## config.mk

```make
export PLATFORM = sky130hd
export DESIGN_NAME = ste_energy_win_flat
export DESIGN_NICKNAME = d
export VERILOG_FILES = /design/src/rtl/ste_energy_win_pkg.sv /design/src/rtl/ste_energy_win_if.sv /design/src/rtl/ste_energy_win_sq_buf.sv /design/src/rtl/ste_energy_win.sv /design/src/flat_wrapper.sv
export SDC_FILE = /design/constraint.sdc
export NUM_CORES = 1
export LEC_CHECK = 0
export ABC_AREA = 0
export BUFFER_PORTS_ARGS = -buffer_cell sky130_fd_sc_hd__buf_2
export CAP_MARGIN = 30
export CORE_ASPECT_RATIO = 2
export CORE_MARGIN = 8
export CORE_UTILIZATION = 60
export CTS_BUF_LIST = sky130_fd_sc_hd__clkbuf_8
export DETAILED_ROUTE_END_ITERATION = 10
export GPL_TIMING_DRIVEN = 0
export PLACE_DENSITY = 0.79
export SLEW_MARGIN = 20
export SYNTH_ARGS = -nofsm -noshare
export SYNTH_HDL_FRONTEND = slang
export SYNTH_SLANG_ARGS = --single-unit
```

## constraint.sdc

```tcl
create_clock -name clk -period 3.25 [get_ports clk]
set_input_delay 0.1625 -clock clk [delete_from_list [all_inputs] [get_ports clk]]
set_output_delay 0.1625 -clock clk [all_outputs]
set_load 0.05 [all_outputs]
```

## src/rtl/ste_energy_win_pkg.sv

```systemverilog
// Shared types and helpers for the short-time-energy estimator.
// Width helpers keep the squarer and accumulator sized together.
package ste_pkg;

  typedef enum logic {ST_FILL, ST_RUN} ste_state_e;

  function automatic int sq_w(input int in_w);
    return 2 * in_w - 1;
  endfunction

  function automatic int sum_w(input int in_w, input int win_log2);
    return sq_w(in_w) + win_log2;
  endfunction

  function automatic logic [31:0] sat_u(
    input logic [31:0] val,
    input int          w
  );
    logic [31:0] lim;
    lim = (32'd1 << w) - 32'd1;
    return (val > lim) ? lim : val;
  endfunction

endpackage

```

## src/rtl/ste_energy_win_if.sv

```systemverilog
// Sample-in / level-out bundle of the energy estimator.
// slave is the estimator side, master the producer/consumer side.
interface ste_energy_win_if #(
  parameter int IN_W  = 8,
  parameter int OUT_W = 4
);
  logic                   clr_i;
  logic signed [IN_W-1:0] sample_i;
  logic                   sample_valid_i;
  logic [OUT_W-1:0]       ste_o;
  logic                   ste_update_o;
  logic                   clr_o;
  logic                   win_full_o;

  modport master (
    output clr_i, sample_i, sample_valid_i,
    input  ste_o, ste_update_o, clr_o, win_full_o
  );

  modport slave (
    input  clr_i, sample_i, sample_valid_i,
    output ste_o, ste_update_o, clr_o, win_full_o
  );
endinterface

```

## src/rtl/ste_energy_win_sq_buf.sv

```systemverilog
// Circular store of the last WIN_LEN squared samples.
// Each write returns the entry it overwrites, one clock later.
module ste_sq_buf #(
  parameter int SQ_W     = 15,
  parameter int WIN_LOG2 = 4
) (
  input  logic            clk,
  input  logic            rst_n,
  input  logic            i_clr,
  input  logic            i_we,
  input  logic [SQ_W-1:0] i_wdata,
  output logic [SQ_W-1:0] o_old
);
  localparam int WIN_LEN = 1 << WIN_LOG2;

  logic [SQ_W-1:0]     r_buf [WIN_LEN];
  logic [WIN_LOG2-1:0] r_ptr;
  logic [SQ_W-1:0]     r_old;

  assign o_old = r_old;

  // read-before-write of the oldest slot, pointer wraps mod WIN_LEN
  always_ff @(posedge clk or negedge rst_n) begin
    if (!rst_n) begin
      for (int i = 0; i < WIN_LEN; i++) r_buf[i] <= '0;
      r_ptr <= '0;
      r_old <= '0;
    end else if (i_clr) begin
      for (int i = 0; i < WIN_LEN; i++) r_buf[i] <= '0;
      r_ptr <= '0;
      r_old <= '0;
    end else if (i_we) begin
      r_old        <= r_buf[r_ptr];
      r_buf[r_ptr] <= i_wdata;
      r_ptr        <= r_ptr + WIN_LOG2'(1);
    end
  end
endmodule

```

## src/rtl/ste_energy_win.sv

```systemverilog
// Sliding-window energy: square, running sum, scaled mean level.
// Three-stage pipeline, one sample per clock, fixed latency 3.
module ste_energy_win
  import ste_pkg::*;
#(
  parameter int IN_W      = 8,
  parameter int WIN_LOG2  = 4,
  parameter int OUT_W     = 4,
  parameter int OUT_SHIFT = 2 * IN_W - 2 - OUT_W,
  parameter int UPD_DIV   = 1
) (
  input logic             clk,
  input logic             rst_n,
  ste_energy_win_if.slave bus
);
  localparam int SQ_W    = sq_w(IN_W);
  localparam int SUM_W   = sum_w(IN_W, WIN_LOG2);
  localparam int WIN_LEN = 1 << WIN_LOG2;
  localparam int DEC_W   = (UPD_DIV > 1) ? $clog2(UPD_DIV) : 1;

  ste_state_e          r_state;
  ste_state_e          w_state_nxt;
  logic [WIN_LOG2-1:0] r_fill;
  logic [DEC_W-1:0]    r_dec;

  logic                   w_clr;
  logic                   w_acc;
  logic signed [IN_W-1:0] w_smp;
  logic [SQ_W-1:0]        w_sq;
  logic [SQ_W-1:0]        w_old;
  logic                   w_last_fill;
  logic                   w_run_smp;
  logic                   w_upd;
  logic [SUM_W-1:0]       w_mean;

  logic [SQ_W-1:0]  r_sq;
  logic             r_v1;
  logic             r_u1;
  logic [SUM_W-1:0] r_sum;
  logic             r_u2;
  logic [OUT_W-1:0] r_ste;
  logic             r_upd;
  logic             r_clr;

  assign w_clr = bus.clr_i;
  assign w_acc = bus.sample_valid_i & ~w_clr;
  assign w_smp = bus.sample_i;
  assign w_sq  = SQ_W'(w_smp * w_smp);

  assign w_last_fill = (r_state == ST_FILL) &&
                       (r_fill == WIN_LOG2'(WIN_LEN - 1));
  assign w_run_smp   = w_acc &&
                       ((r_state == ST_RUN) || w_last_fill);
  assign w_upd       = w_run_smp && (r_dec == '0);
  assign w_mean      = r_sum >> WIN_LOG2;

  assign bus.ste_o        = r_ste;
  assign bus.ste_update_o = r_upd;
  assign bus.clr_o        = r_clr;
  assign bus.win_full_o   = (r_state == ST_RUN);

  ste_sq_buf #(
    .SQ_W     (SQ_W),
    .WIN_LOG2 (WIN_LOG2)
  ) u_buf (
    .clk     (clk),
    .rst_n   (rst_n),
    .i_clr   (w_clr),
    .i_we    (w_acc),
    .i_wdata (w_sq),
    .o_old   (w_old)
  );

  // window state register
  always_ff @(posedge clk or negedge rst_n) begin
    if (!rst_n) r_state <= ST_FILL;
    else        r_state <= w_state_nxt;
  end

  // enter RUN on the sample that completes the window
  always_comb begin
    w_state_nxt = r_state;
    if (w_clr)                    w_state_nxt = ST_FILL;
    else if (w_acc && w_last_fill) w_state_nxt = ST_RUN;
  end

  // fill count during FILL, update decimation during RUN
  always_ff @(posedge clk or negedge rst_n) begin
    if (!rst_n) begin
      r_fill <= '0;
      r_dec  <= '0;
    end else if (w_clr) begin
      r_fill <= '0;
      r_dec  <= '0;
    end else begin
      if (w_acc && (r_state == ST_FILL))
        r_fill <= r_fill + WIN_LOG2'(1);
      if (w_run_smp)
        r_dec <= (r_dec == DEC_W'(UPD_DIV - 1)) ?
                 '0 : r_dec + DEC_W'(1);
    end
  end

  // stage 1: capture the new square alongside its update flag
  always_ff @(posedge clk or negedge rst_n) begin
    if (!rst_n) begin
      r_sq <= '0;
      r_v1 <= 1'b0;
      r_u1 <= 1'b0;
    end else if (w_clr) begin
      r_sq <= '0;
      r_v1 <= 1'b0;
      r_u1 <= 1'b0;
    end else begin
      r_v1 <= w_acc;
      r_u1 <= w_upd;
      if (w_acc) r_sq <= w_sq;
    end
  end

  // stage 2: add newest square, drop the one it displaced
  always_ff @(posedge clk or negedge rst_n) begin
    if (!rst_n) begin
      r_sum <= '0;
      r_u2  <= 1'b0;
    end else if (w_clr) begin
      r_sum <= '0;
      r_u2  <= 1'b0;
    end else begin
      r_u2 <= r_v1 & r_u1;
      if (r_v1)
        r_sum <= r_sum + SUM_W'(r_sq) - SUM_W'(w_old);
    end
  end

  // stage 3: scale, saturate and publish the level
  always_ff @(posedge clk or negedge rst_n) begin
    if (!rst_n) begin
      r_ste <= '0;
      r_upd <= 1'b0;
      r_clr <= 1'b0;
    end else begin
      r_clr <= w_clr;
      if (w_clr) begin
        r_ste <= '0;
        r_upd <= 1'b0;
      end else begin
        r_upd <= r_u2;
        if (r_u2)
          r_ste <= OUT_W'(sat_u(32'(w_mean >> OUT_SHIFT), OUT_W));
      end
    end
  end
endmodule
```

## src/flat_wrapper.sv

```systemverilog
// flat-port wrapper written by rule: the top's interface ports become plain ports
module ste_energy_win_flat import ste_pkg::*;
#(
  parameter int IN_W      = 8,
  parameter int WIN_LOG2  = 4,
  parameter int OUT_W     = 4,
  parameter int OUT_SHIFT = 2 * IN_W - 2 - OUT_W,
  parameter int UPD_DIV   = 1
)
  (clk, rst_n, bus_clr_i, bus_sample_i, bus_sample_valid_i, bus_ste_o, bus_ste_update_o, bus_clr_o, bus_win_full_o);
  ste_energy_win_if #(.IN_W(IN_W), .OUT_W(OUT_W)) bus_i ();
  input logic clk;
  input logic rst_n;
  input wire logic [$bits(bus_i.clr_i)-1:0] bus_clr_i;
  input wire logic [$bits(bus_i.sample_i)-1:0] bus_sample_i;
  input wire logic [$bits(bus_i.sample_valid_i)-1:0] bus_sample_valid_i;
  output wire logic [$bits(bus_i.ste_o)-1:0] bus_ste_o;
  output wire logic [$bits(bus_i.ste_update_o)-1:0] bus_ste_update_o;
  output wire logic [$bits(bus_i.clr_o)-1:0] bus_clr_o;
  output wire logic [$bits(bus_i.win_full_o)-1:0] bus_win_full_o;
  assign bus_i.clr_i = bus_clr_i;
  assign bus_i.sample_i = bus_sample_i;
  assign bus_i.sample_valid_i = bus_sample_valid_i;
  assign bus_ste_o = bus_i.ste_o;
  assign bus_ste_update_o = bus_i.ste_update_o;
  assign bus_clr_o = bus_i.clr_o;
  assign bus_win_full_o = bus_i.win_full_o;
  ste_energy_win #(.IN_W(IN_W), .WIN_LOG2(WIN_LOG2), .OUT_W(OUT_W), .OUT_SHIFT(OUT_SHIFT), .UPD_DIV(UPD_DIV)) u_core (.clk(clk), .rst_n(rst_n), .bus(bus_i));
endmodule
```

==> impl_metrics.py, run 1 <==
metrics = {
    "placed_design": {
        "place_hpwl_mm": 40.24,
        "dp.cells": 2026,
        "io_buffers": 14,
        "place_ws_ns": -1.677,
        "globalplace.congestion": 1.002,
    },
    "finish": {
        "final_common_cell": "dfrtp_1",
        "final_cell_mix": "dfrtp_1, nand2_1, nor2_1, inv_1, a21oi_1",
        "fillers": 1714,
        "nets": 1902,
        "final_cell_count_no_fill": 2167,
        "area_growth_syn_to_layout_pct": 23.90,
        "drive_above_1_share": 0.2585,
    },
    "logic_synthesis": {
        "synth_cells": 1654,
        "synth_edf_count": 0,
        "ys_ff_latch": 290,
        "async_reset_ff_frac": 1.000,
        "synthFlopType": "dfrtp_1",
        "yosysWarnings": 0,
        "synth_area_um2": 16810,
        "yosysUniqueCellTypes": 67,
        "synth.yosys.seq_area_share": 0.4318,
        "syn_nets": 1772,
        "syn_area_per_cell_um2": 10.16,
    },
    "die": {
        "die-area_um2": 33950,
        "fp-row-count": 86,
        "io_pins": 19,
        "start_util": 0.6101,
        "fp.dieH_um": 252.7,
        "core_area_um2": 27550,
        "fp.dieW_um": 134.3,
    },
    "clocking": {
        "cts_tree": "done",
        "clock_sinks": 290,
        "insertion_delay_ns": 0.63,
        "cts-buffers-inserted": 41,
        "cts_buffer_depth": 3,
        "cts_root_buf": "clkbuf_8",
        "htreeDepth": 2,
        "clk_pin_slew_ns": 0.07,
    },
    "setup_path": {
        "crit_path_cell_trace": "buf_12 > clkbuf_16 > nor2b_4 > fa_1 > fa_1 > fa_1 > fa_1 > ha_4 > o21a_1 > o31a_1 > o31a_1 > buf_12 > o31ai_4 > xnor2_4 > buf_8 > o31ai_4",
        "worstPathMaxFanout": 8,
        "worstSetupEndpointType": "register",
        "critPathSlowestCell": "fa_1",
        "critPathArrivalTime_ns": 4.56,
        "crit_required_ns": 3.76,
        "critical_path_class": "primary input to register",
        "cp_slowest_stage_delay_ns": 0.61,
        "startpoint_type": "primary input",
        "path_common_cell": "fa_1",
    },
    "route": {
        "vias": 15210,
        "viasPerCell": 7.021,
        "wl_per_cell_um": 30.36,
        "first_iter_violations": 1926,
        "postRouteAntennaNets": 0,
        "drc_errors": 0,
        "wirelength_mm": 65.78,
        "firstDrtPassIters": 8,
    },
    "timing": {
        "hold_ws_ns": -0.01981,
        "finalWorstSetupSlack_ns": -0.8066,
        "finalCritPeriodShare": 1.248,
        "grt_setup_unrepaired": "true",
        "layout_min_cycle_time_ns": 4.057,
        "hold_violations": 3,
        "max_slew_margin": 0.1237,
        "setup_viol": 136,
        "timing.fmax_ghz": 0.2465,
        "worst_slew_pin_slew_ns": 1.314,
        "drv_slew": 0,
        "finClkSkew_ns": 0.02624,
    },
    "pwr": {
        "power_density_nw_per_um2": 918.4,
        "peakVddDrop_mv": 1.286,
        "leakage_nw": 9.327,
    },
    "outcome": {
        "run_status": "finished with violations",
        "violations": "negative hold slack, negative setup slack",
    },
    "global_route": {
        "grt_pass1_vias": 15220,
        "antenna_found_initial": 5,
        "gr-total-overflow": 0,
        "grt_pass1_wl_mm": 89.80,
        "grt_use_total": 0.3611,
        "grt_start_max_net_pins": 106,
    },
    "worst_hold_path": {
        "hold_path_class": "primary input to register",
    },
    "run": {
        "cap_violations": 0,
    },
}
==> layout make-up <==
cell class                 instances  area [um2]  share of cell area
clock buffer                      56       770.7             0.03701
buffer                           111       706.9             0.03395
clock inverter                    17       131.4            0.006309
timing repair buffer              93        1042             0.05005
sequential                       290        7257              0.3485
tap                              352       440.4             0.02115
antenna                            1       2.502           0.0001202
inverter                         122       466.7             0.02241
multi-input combinational       1125       10000              0.4805
==> power breakdown <==
| part | internal, mW | total (mW) | switching, mW |
|---|---|---|---|
| Sequential | 3.82 | 3.97 | 0.150 |
| Combinational | 4.97 | 11.9 | 6.93 |
| Clock | 1.70 | 3.25 | 1.55 |
| Total | 10.5 | 19.1 | 8.64 |
==> stage by stage <==
stage / TNS [ns] / utilization / hold slack (ns) / instance area, um2 / total power [mW]
after detailed placement: -218.34 / 0.6415 / 0.2474 / 17670 / 10.74
final: -68.98 / 0.7559 / -0.01981 / 20820 / 19.12
after CTS: -47.16 / 0.7172 / 0.01924 / 19760 / 16.45
after global placement: -1136.29 / 0.6376 / 0.3556 / 17560 / 10.56
after global routing: -71.65 / 0.7559 / -0.03945 / 20820 / 19.55
after floorplan: -89.47 / - / -0.1331 / 17050 / 8.790
==> kinds of logic after synthesis <==
| group | count (synthesis) | synth area share |
|---|---|---|
| buf+inv | 240 | 0.05561 |
| fa+ha+maj | 106 | 0.1035 |
| flops | 290 | 0.4318 |
| simple gates | 545 | 0.1442 |
| xor+xnor | 32 | 0.01712 |
| compound gates | 342 | 0.1366 |
| mux | 99 | 0.1112 |
==> what timing repair did <==
item                                    4_1_cts  5_1_grt
pin swaps                                    50       67
endpoints found under the hold margin        95        0
hold buffers                                  2        0
setup buffers                                39       19
gates cloned                                  7        3
endpoints found under the setup margin      189      189
gates resized for setup                     180      204
==> routing by layer <==
| layer | routed length [um] | vias to the layer above | part of all wire | track usage |
|---|---|---|---|---|
| li1 | - | 6011 | - | - |
| met1 | 18110 | 7290 | 0.28 | 0.3521 |
| met2 | 31560 | 1325 | 0.48 | 0.6106 |
| met3 | 7523 | 580 | 0.11 | 0.08997 |
| met4 | 8538 | 8 | 0.13 | 0.3391 |
| met5 | 54 | - | 0.00082 | 0 |
==> state kept, by name (all words and copies together), names as in the netlist <==
signal                   cells
u_core.u_buf.r_ptr           4
u_core.u_buf.o_old          15
u_core.bus.ste_o             4
u_core.bus.clr_o             1
u_core.r_fill                4
u_core.bus.win_full_o        1
u_core.bus.ste_update_o      1
u_core.r_sum                19
u_core.r_u2                  1
u_core.u_buf.r_buf         224
u_core.r_sq                 14
u_core.r_u1                  1
u_core.r_v1                  1
==> critical path: cells and delay by family <==
kind | cells | cell delay (ns)
xor gates and xnor gates | 1 | 0.18
adders and majority gates | 5 | 2.31
and+or+nand+nor | 1 | 0.13
AOI/OAI and AO/OA | 5 | 1.14
buffers and inverters | 4 | 0.63
==> final timing paths <==
check / slack [ns] / from / to / cells after the start
min reg2reg: 0.49 / u_core.u_buf.r_buf[176]$_DFFE_PN0P_ / u_core.u_buf.r_buf[176]$_DFFE_PN0P_ / 2
max: -0.81 / bus_sample_i[7] / u_core.u_buf.r_buf[104]$_DFFE_PN0P_ / 16
min in group asynchronous: 0.16 / rst_n / u_core.u_buf.r_buf[6]$_DFFE_PN0P_ / 2
min: -0.02 / bus_sample_i[0] / u_core.u_buf.r_buf[0]$_DFFE_PN0P_ / 3
max in group asynchronous: 1.58 / rst_n / u_core.r_fill[3]$_DFFE_PN0P_ / 4
max reg2reg: -0.12 / u_core.u_buf.r_ptr[1]$_DFFE_PN0P_ / u_core.u_buf.r_buf[104]$_DFFE_PN0P_ / 9
==> synthesized netlist by cell type (8+ instances only) <==
cell | count | area share
a21oi_1 | 114 | 0.034
buf_1 | 14 | 0.0031
fa_1 | 55 | 0.066
o211ai_1 | 12 | 0.0054
nand4_1 | 8 | 0.0030
nand3b_1 | 29 | 0.013
a21o_1 | 10 | 0.0045
nand2b_1 | 11 | 0.0041
clkbuf_1 | 94 | 0.021
dfrtp_1 | 290 | 0.43
nor2_1 | 181 | 0.040
ha_1 | 51 | 0.038
nor2b_1 | 15 | 0.0056
nand2_1 | 222 | 0.050
and3_1 | 9 | 0.0033
mux2i_1 | 28 | 0.017
a22o_1 | 37 | 0.019
o311ai_0 | 13 | 0.0068
a211oi_1 | 26 | 0.012
mux4_2 | 70 | 0.094
xnor2_1 | 23 | 0.012
a32o_1 | 14 | 0.0083
xor2_1 | 8 | 0.0042
o21ai_0 | 55 | 0.016
nand3_1 | 24 | 0.0071
o31ai_1 | 8 | 0.0036
and2_1 | 18 | 0.0067
inv_1 | 120 | 0.027
(Power assumes the default switching activity.)
==> inputs of run 2 (changes only) <==
Settings changed: CORE_UTILIZATION 60 to 35, PLACE_DENSITY 0.79 to 0.52.
==> impl_metrics.py, run 2 (same netlist as run 1, synthesis figures left out) <==
metrics = {
    "setup_path": {
        "crit_required_ns": 3.75,
        "critPathArrivalTime_ns": 4.33,
        "worstSetupEndpointType": "register",
        "r2r_start": "u_core.u_buf.r_ptr[0]$_DFFE_PN0P_",
        "worstPathMaxFanout": 7,
        "critical_path_class": "primary input to register",
        "setup.worst_path.start": "bus_sample_i[0]",
        "startpoint_type": "primary input",
    },
    "finish": {
        "final_common_cell": "dfrtp_1",
        "multi_input_area_um2": 9849,
        "seq_area_um2": 7257,
        "final_cell_count_no_fill": 2456,
        "drive_above_1_share": 0.2567,
        "nets": 1907,
        "final_cell_mix": "dfrtp_1, nand2_1, nor2_1, inv_1, a21oi_1",
        "largest_register_ffs": 224,
        "area_growth_syn_to_layout_pct": 25.40,
        "fillers": 4591,
        "top_register": "u_core.u_buf.r_buf",
    },
    "pwr": {
        "fin_total_pwr_mw": 18.14,
        "power_density_nw_per_um2": 860.9,
        "leakage_nw": 9.353,
        "peakVddDrop_mv": 0.5589,
    },
    "clocking": {
        "cts_root_buf": "clkbuf_8",
        "cts-buffers-inserted": 43,
        "clk_pin_slew_ns": 0.07,
        "htreeDepth": 2,
        "cts_tree": "done",
        "cts_buffer_depth": 3,
        "insertion_delay_ns": 0.63,
        "clock_sinks": 290,
    },
    "route": {
        "postRouteAntennaNets": 0,
        "top_layer": "met4",
        "wl_met2_mm": 33.17,
        "wirelength_mm": 62.33,
        "routed-wl-met3_mm": 2.678,
        "firstDrtPassIters": 8,
        "wl_per_cell_um": 25.38,
        "viasPerCell": 5.599,
        "drc_errors": 0,
        "wl_met1_mm": 19.62,
        "vias": 13750,
        "first_iter_violations": 1068,
    },
    "run": {
        "cap_violations": 0,
    },
    "outcome": {
        "violations": "negative setup slack",
        "run_status": "finished with violations",
    },
    "global_route": {
        "grt_pass1_vias": 14650,
        "grt_use_total": 0.2237,
        "gr-total-overflow": 0,
        "antenna_found_initial": 1,
        "grt_start_max_net_pins": 91,
        "grt_pass1_wl_mm": 92.32,
    },
    "timing": {
        "worst_slew_pin_slew_ns": 1.091,
        "layout_min_cycle_time_ns": 3.830,
        "max_slew_margin": 0.2724,
        "grt_setup_unrepaired": "true",
        "finalCritPeriodShare": 1.179,
        "drv_slew": 0,
        "finalWorstSetupSlack_ns": -0.5802,
        "timing.fmax_ghz": 0.2611,
        "hold_violations": 0,
        "setup_viol": 119,
        "finClkSkew_ns": 0.05407,
    },
    "die": {
        "die-area_um2": 55710,
        "io_pins": 19,
        "fp-row-count": 113,
        "fp.dieH_um": 325.9,
        "fp.dieW_um": 170.9,
        "start_util": 0.3538,
        "core_area_um2": 47510,
    },
    "placed_design": {
        "io_buffers": 14,
        "dp.cells": 2312,
        "globalplace.congestion": 0.9293,
        "place_hpwl_mm": 45.96,
    },
    "worst_hold_path": {
        "hold_path_class": "primary input to asynchronous set/reset pin",
    },
}
## run 2: cell types whose count changed in the layout (fill, tap and decap cells not counted), moves of 3 or more
cell	before	now
nand3_1	22	19
clkinv_2	3	9
nand3_2	2	5
a211oi_2	12	15
nand2_2	8	12
nand2_8	3	0
o31ai_2	3	8
buf_8	14	19
buf_6	31	24
o21ai_2	21	8
o21ai_0	31	44
o31ai_4	9	4
nand2_4	30	27
nor2_4	1	4
## run 2: cell type report
| cell class | instances | area share |
|---|---|---|
| diodes | 1 | 0.0001187 |
| plain buffers | 114 | 0.03384 |
| clock buffers | 56 | 0.03657 |
| clock inverters | 23 | 0.007540 |
| inverters | 122 | 0.02203 |
| multi-input cells | 1124 | 0.4673 |
| flip-flops and latches | 290 | 0.3443 |
| well taps | 632 | 0.03752 |
| repair buffers | 94 | 0.05070 |
## run 2: path summary, 6_finish.rpt
check / to / slack (ns) / depth (start not counted)
max: u_core.r_sq[12]$_DFFE_PN0P_ / -0.58 / 16
min in group clk: u_core.u_buf.r_buf[30]$_DFFE_PN0P_ / 0.17 / 5
max reg2reg: u_core.u_buf.r_buf[148]$_DFFE_PN0P_ / 0.12 / 10
min reg2reg: u_core.r_sq[6]$_DFFE_PN0P_ / 0.48 / 2
max in group asynchronous: u_core.r_fill[3]$_DFFE_PN0P_ / 1.85 / 4
min: u_core.u_buf.r_buf[32]$_DFFE_PN0P_ / 0.07 / 2
## run 2: per-layer routing
metal	track usage	vias to the layer above
met2	0.4099	496
met5	0	-
met1	0.2113	6984
met4	0.2030	0
li1	-	6013
met3	0.02787	257
## run 2: critical path: stages
cell and delay, ns:
clkbuf_16 0.14, and2_4 0.17, ha_4 0.27, inv_1 0.04, fa_1 0.46, fa_1 0.49, fa_1 0.51, inv_1 0.06
ha_4 0.25, nor2b_2 0.16, o31a_1 0.28, o31a_1 0.34, o21a_4 0.25, or2_4 0.27, buf_8 0.14, o311ai_2 0.31
## run 2: what timing repair did
action                     CTS  global route
setup endpoints to repair  188           170
hold endpoints to repair   139             0
gates cloned                 7             1
hold buffers                 4             0
pin swaps                   46            69
gates resized for setup    168           172
setup buffers               34            27
## run 2: report_power, final
part | leakage, nW | switching, mW | internal (mW) | total (mW)
clock network | 0.524 | 1.61 | 1.72 | 3.33
logic | 4.81 | 6.23 | 4.63 | 10.9
registers | 4.02 | 0.139 | 3.82 | 3.96
total | 9.35 | 7.98 | 10.2 | 18.1
## run 2: per-stage QoR
stage,area [um2],TNS (ns),util,setup WS [ns],hold slack [ns]
2_1_floorplan,17050,-89.47,-,-1.027,-0.1331
3_3_place_gp,17910,-1268.65,0.3771,-3.632,0.3770
3_5_place_dp,18130,-221.55,0.3817,-1.659,0.1394
4_1_cts,20180,-44.19,0.4248,-0.6444,0.08400
5_1_grt,21080,-56.28,0.4436,-0.6756,0.1134
6_report,21080,-43.55,0.4436,-0.5802,0.07379
==> inputs of run 3 (changes only) <==
Settings changed: SLEW_MARGIN 20 to default, SYNTH_HIERARCHICAL from default to 1.
==> impl_metrics.py, run 3 <==
metrics = {
    "worst_hold_path": {
        "hold_path_class": "primary input to register",
    },
    "route": {
        "vias": 14910,
        "wl_per_cell_um": 22.53,
        "wirelength_mm": 64.09,
        "drc_errors": 0,
        "first_iter_violations": 1014,
        "viasPerCell": 5.242,
        "postRouteAntennaNets": 0,
        "firstDrtPassIters": 5,
    },
    "run": {
        "cap_violations": 0,
    },
    "global_route": {
        "gr-total-overflow": 0,
        "grt_pass1_vias": 15880,
        "antenna_found_initial": 1,
        "grt_pass1_wl_mm": 95.97,
        "grt_start_max_net_pins": 121,
        "grt_use_total": 0.2163,
    },
    "timing": {
        "timing.fmax_ghz": 0.2574,
        "setup_viol": 129,
        "worst_slew_pin_slew_ns": 0.8817,
        "finalWorstSetupSlack_ns": -0.6354,
        "grt_setup_unrepaired": "true",
        "drv_slew": 0,
        "max_slew_margin": 0.4122,
        "finalCritPeriodShare": 1.196,
        "setup-tns-final_ns": -54.78,
        "finClkSkew_ns": 0.02371,
        "layout_min_cycle_time_ns": 3.885,
        "hold_violations": 0,
    },
    "pwr": {
        "clkPwrFrac": 0.153,
        "peakVddDrop_mv": 1.301,
        "fin_total_pwr_mw": 22.45,
        "comb_power_share": 0.663,
        "power_density_nw_per_um2": 1014,
        "swShare": 0.4454,
        "intPower_mw": 12.45,
        "leakage_nw": 9.600,
        "p_switching_mw": 9.999,
        "seqPwrFrac": 0.184,
    },
    "logic_synthesis": {
        "yosys.area.top_type": "dfrtp_1",
        "async_reset_ff_frac": 1.000,
        "ys_top_cells_by_area": "dfrtp_1, nand2_1, a21oi_1",
        "synth_area_um2": 17810,
        "synth.yosys.seq_area_share": 0.4300,
        "syn_area_per_cell_um2": 8.759,
        "synth_common_cells": "nand2_1, dfrtp_1, a21oi_1, mux2i_1, inv_1",
        "yosysWarnings": 6,
        "syn_nets": 2150,
        "yosysUniqueCellTypes": 63,
        "ys_ff_latch": 306,
        "synth_cells": 2033,
        "synth_edf_count": 0,
        "yosysMostFrequentCell": "nand2_1",
        "synthFlopType": "dfrtp_1",
        "yosysTopAreaCellShare": 0.4300,
    },
    "clocking": {
        "htreeDepth": 2,
        "cts_root_buf": "clkbuf_8",
        "clk_pin_slew_ns": 0.07,
        "cts_tree": "done",
        "cts-buffers-inserted": 47,
        "insertion_delay_ns": 0.61,
        "clock_sinks": 306,
        "cts_buffer_depth": 3,
    },
    "setup_path": {
        "critPathBufInv": 7,
        "critPathSlowestCell": "fa_1",
        "crit_path_cell_trace": "buf_12 > clkbuf_16 > and2_4 > xnor2_4 > ha_4 > a41o_1 > fa_1 > fa_1 > inv_1 > fa_1 > inv_2 > ha_4 > o21a_1 > o31a_1 > o21ai_2 > a21oi_2 > xor2_2 > clkbuf_8 > buf_12 > buf_12 > nand2_2 > a21oi_2",
        "worstSetupEndpointType": "register",
        "critical_path_class": "primary input to register",
        "crit_family": "adder cells",
        "crit_required_ns": 3.78,
        "startpoint_type": "primary input",
        "critPathArrivalTime_ns": 4.41,
        "worstPathMaxFanout": 5,
        "cp_slowest_stage_delay_ns": 0.52,
    },
    "placed_design": {
        "globalplace.congestion": 0.9388,
        "place_ws_ns": -1.780,
        "io_buffers": 17,
        "place_hpwl_mm": 47.26,
    },
    "finish": {
        "top_register": "u_core/u_buf/r_buf",
        "final_cell_mix": "nand2_1, dfrtp_1, a21oi_1, mux2i_1, inv_1",
        "largest_register_ffs": 240,
        "nets": 2279,
        "drive_above_1_share": 0.2201,
        "area_growth_syn_to_layout_pct": 24.34,
        "final_common_cell": "nand2_1",
    },
    "die": {
        "fp-row-count": 117,
        "die-area_um2": 58790,
        "core_area_um2": 50650,
        "start_util": 0.3516,
        "fp.dieW_um": 175.5,
        "io_pins": 19,
        "fp.dieH_um": 335.0,
    },
    "outcome": {
        "violations": "negative setup slack",
        "run_status": "finished with violations",
    },
}
[run 3: path summary, 6_finish.rpt]
kind,startpoint,endpoint,slack [ns],depth (start not counted)
min in group asynchronous,rst_n,u_core/u_buf/r_buf[39]$_DFFE_PN0P_,0.22,2
max reg2reg,u_core/u_buf/o_old[0]$_DFFE_PN0P_,u_core/r_sum[12]$_DFFE_PN0P_,0.28,10
max,bus_sample_i[0],u_core/u_buf/r_buf[147]$_DFFE_PN0P_,-0.64,22
min reg2reg,u_core/r_u1$_DFF_PN0_,u_core/r_u2$_DFF_PN0_,0.48,2
max in group asynchronous,rst_n,u_core/u_buf/r_buf[176]$_DFFE_PN0P_,1.46,4
min,bus_sample_i[0],u_core/r_sq[2]$_DFFE_PN0P_,0.20,6
[run 3: kinds of logic after synthesis]
logic type	share of synthesized area
other cells	0.0002106
compound gates	0.1296
fa+ha+maj	0.09696
flops	0.4300
xor+xnor	0.01623
simple gates	0.1854
buf+inv	0.06331
mux	0.07827
[run 3: metal layers]
layer / global-route usage / share of wire / wire, um / vias to the layer above
met4: 0.1704 / 0.097 / 6188 / 0
met3: 0.02219 / 0.029 / 1862 / 187
met1: 0.1972 / 0.32 / 20670 / 7352
met2: 0.4233 / 0.55 / 35380 / 385
li1: - / - / - / 6989
met5: 0 / 0 / 0 / -
[run 3: repair_timing]
| action | in CTS | in global routing |
|---|---|---|
| setup buffers | 46 | 15 |
| endpoints found under the hold margin | 110 | 0 |
| endpoints found under the setup margin | 151 | 142 |
| pin swaps | 59 | 88 |
| hold buffers | 3 | 0 |
| gates cloned | 6 | 2 |
| resized for setup | 157 | 192 |
[run 3: area by class of cell]
class	instances	area, um2
timing repair buffer	81	895.9
buffer	143	1037
clock inverter	21	195.2
fill	5053	28510
clock buffer	56	770.7
antenna	1	2.502
multi-input combinational	1457	10290
sequential	306	7657
inverter	126	475.5
tap	654	818.3
[run 3: worst register-to-register path: cells and delay by family, from the launching register on]
family,cells,cell delay [ns]
compound gates,5,1.23
xor+xnor,1,0.19
fa+ha+maj,3,0.94
buf+inv,1,0.04
flops,1,0.46
[run 3: power by group through the flow]
stage / logic [mW] / registers, mW / clock network [mW]
floorplan: 5.37 / 4.15 / 0
global placement: 8.48 / 4.19 / 0
detailed placement: 8.52 / 4.19 / 0
CTS: 13.5 / 4.12 / 3.56
global route: 15.5 / 4.14 / 3.70
finish: 14.9 / 4.12 / 3.44
[run 3: metrics by stage]
stage	cells	instance area (um2)	utilization	hold WS, ns
floorplan	2033	18270	-	-0.1331
global placement	2704	19170	0.3784	0.4264
finish	2845	22140	0.4371	0.2007
global route	2845	22140	0.4371	0.2038
CTS	2838	21440	0.4232	0.1488
detailed placement	2706	19230	0.3797	0.2923
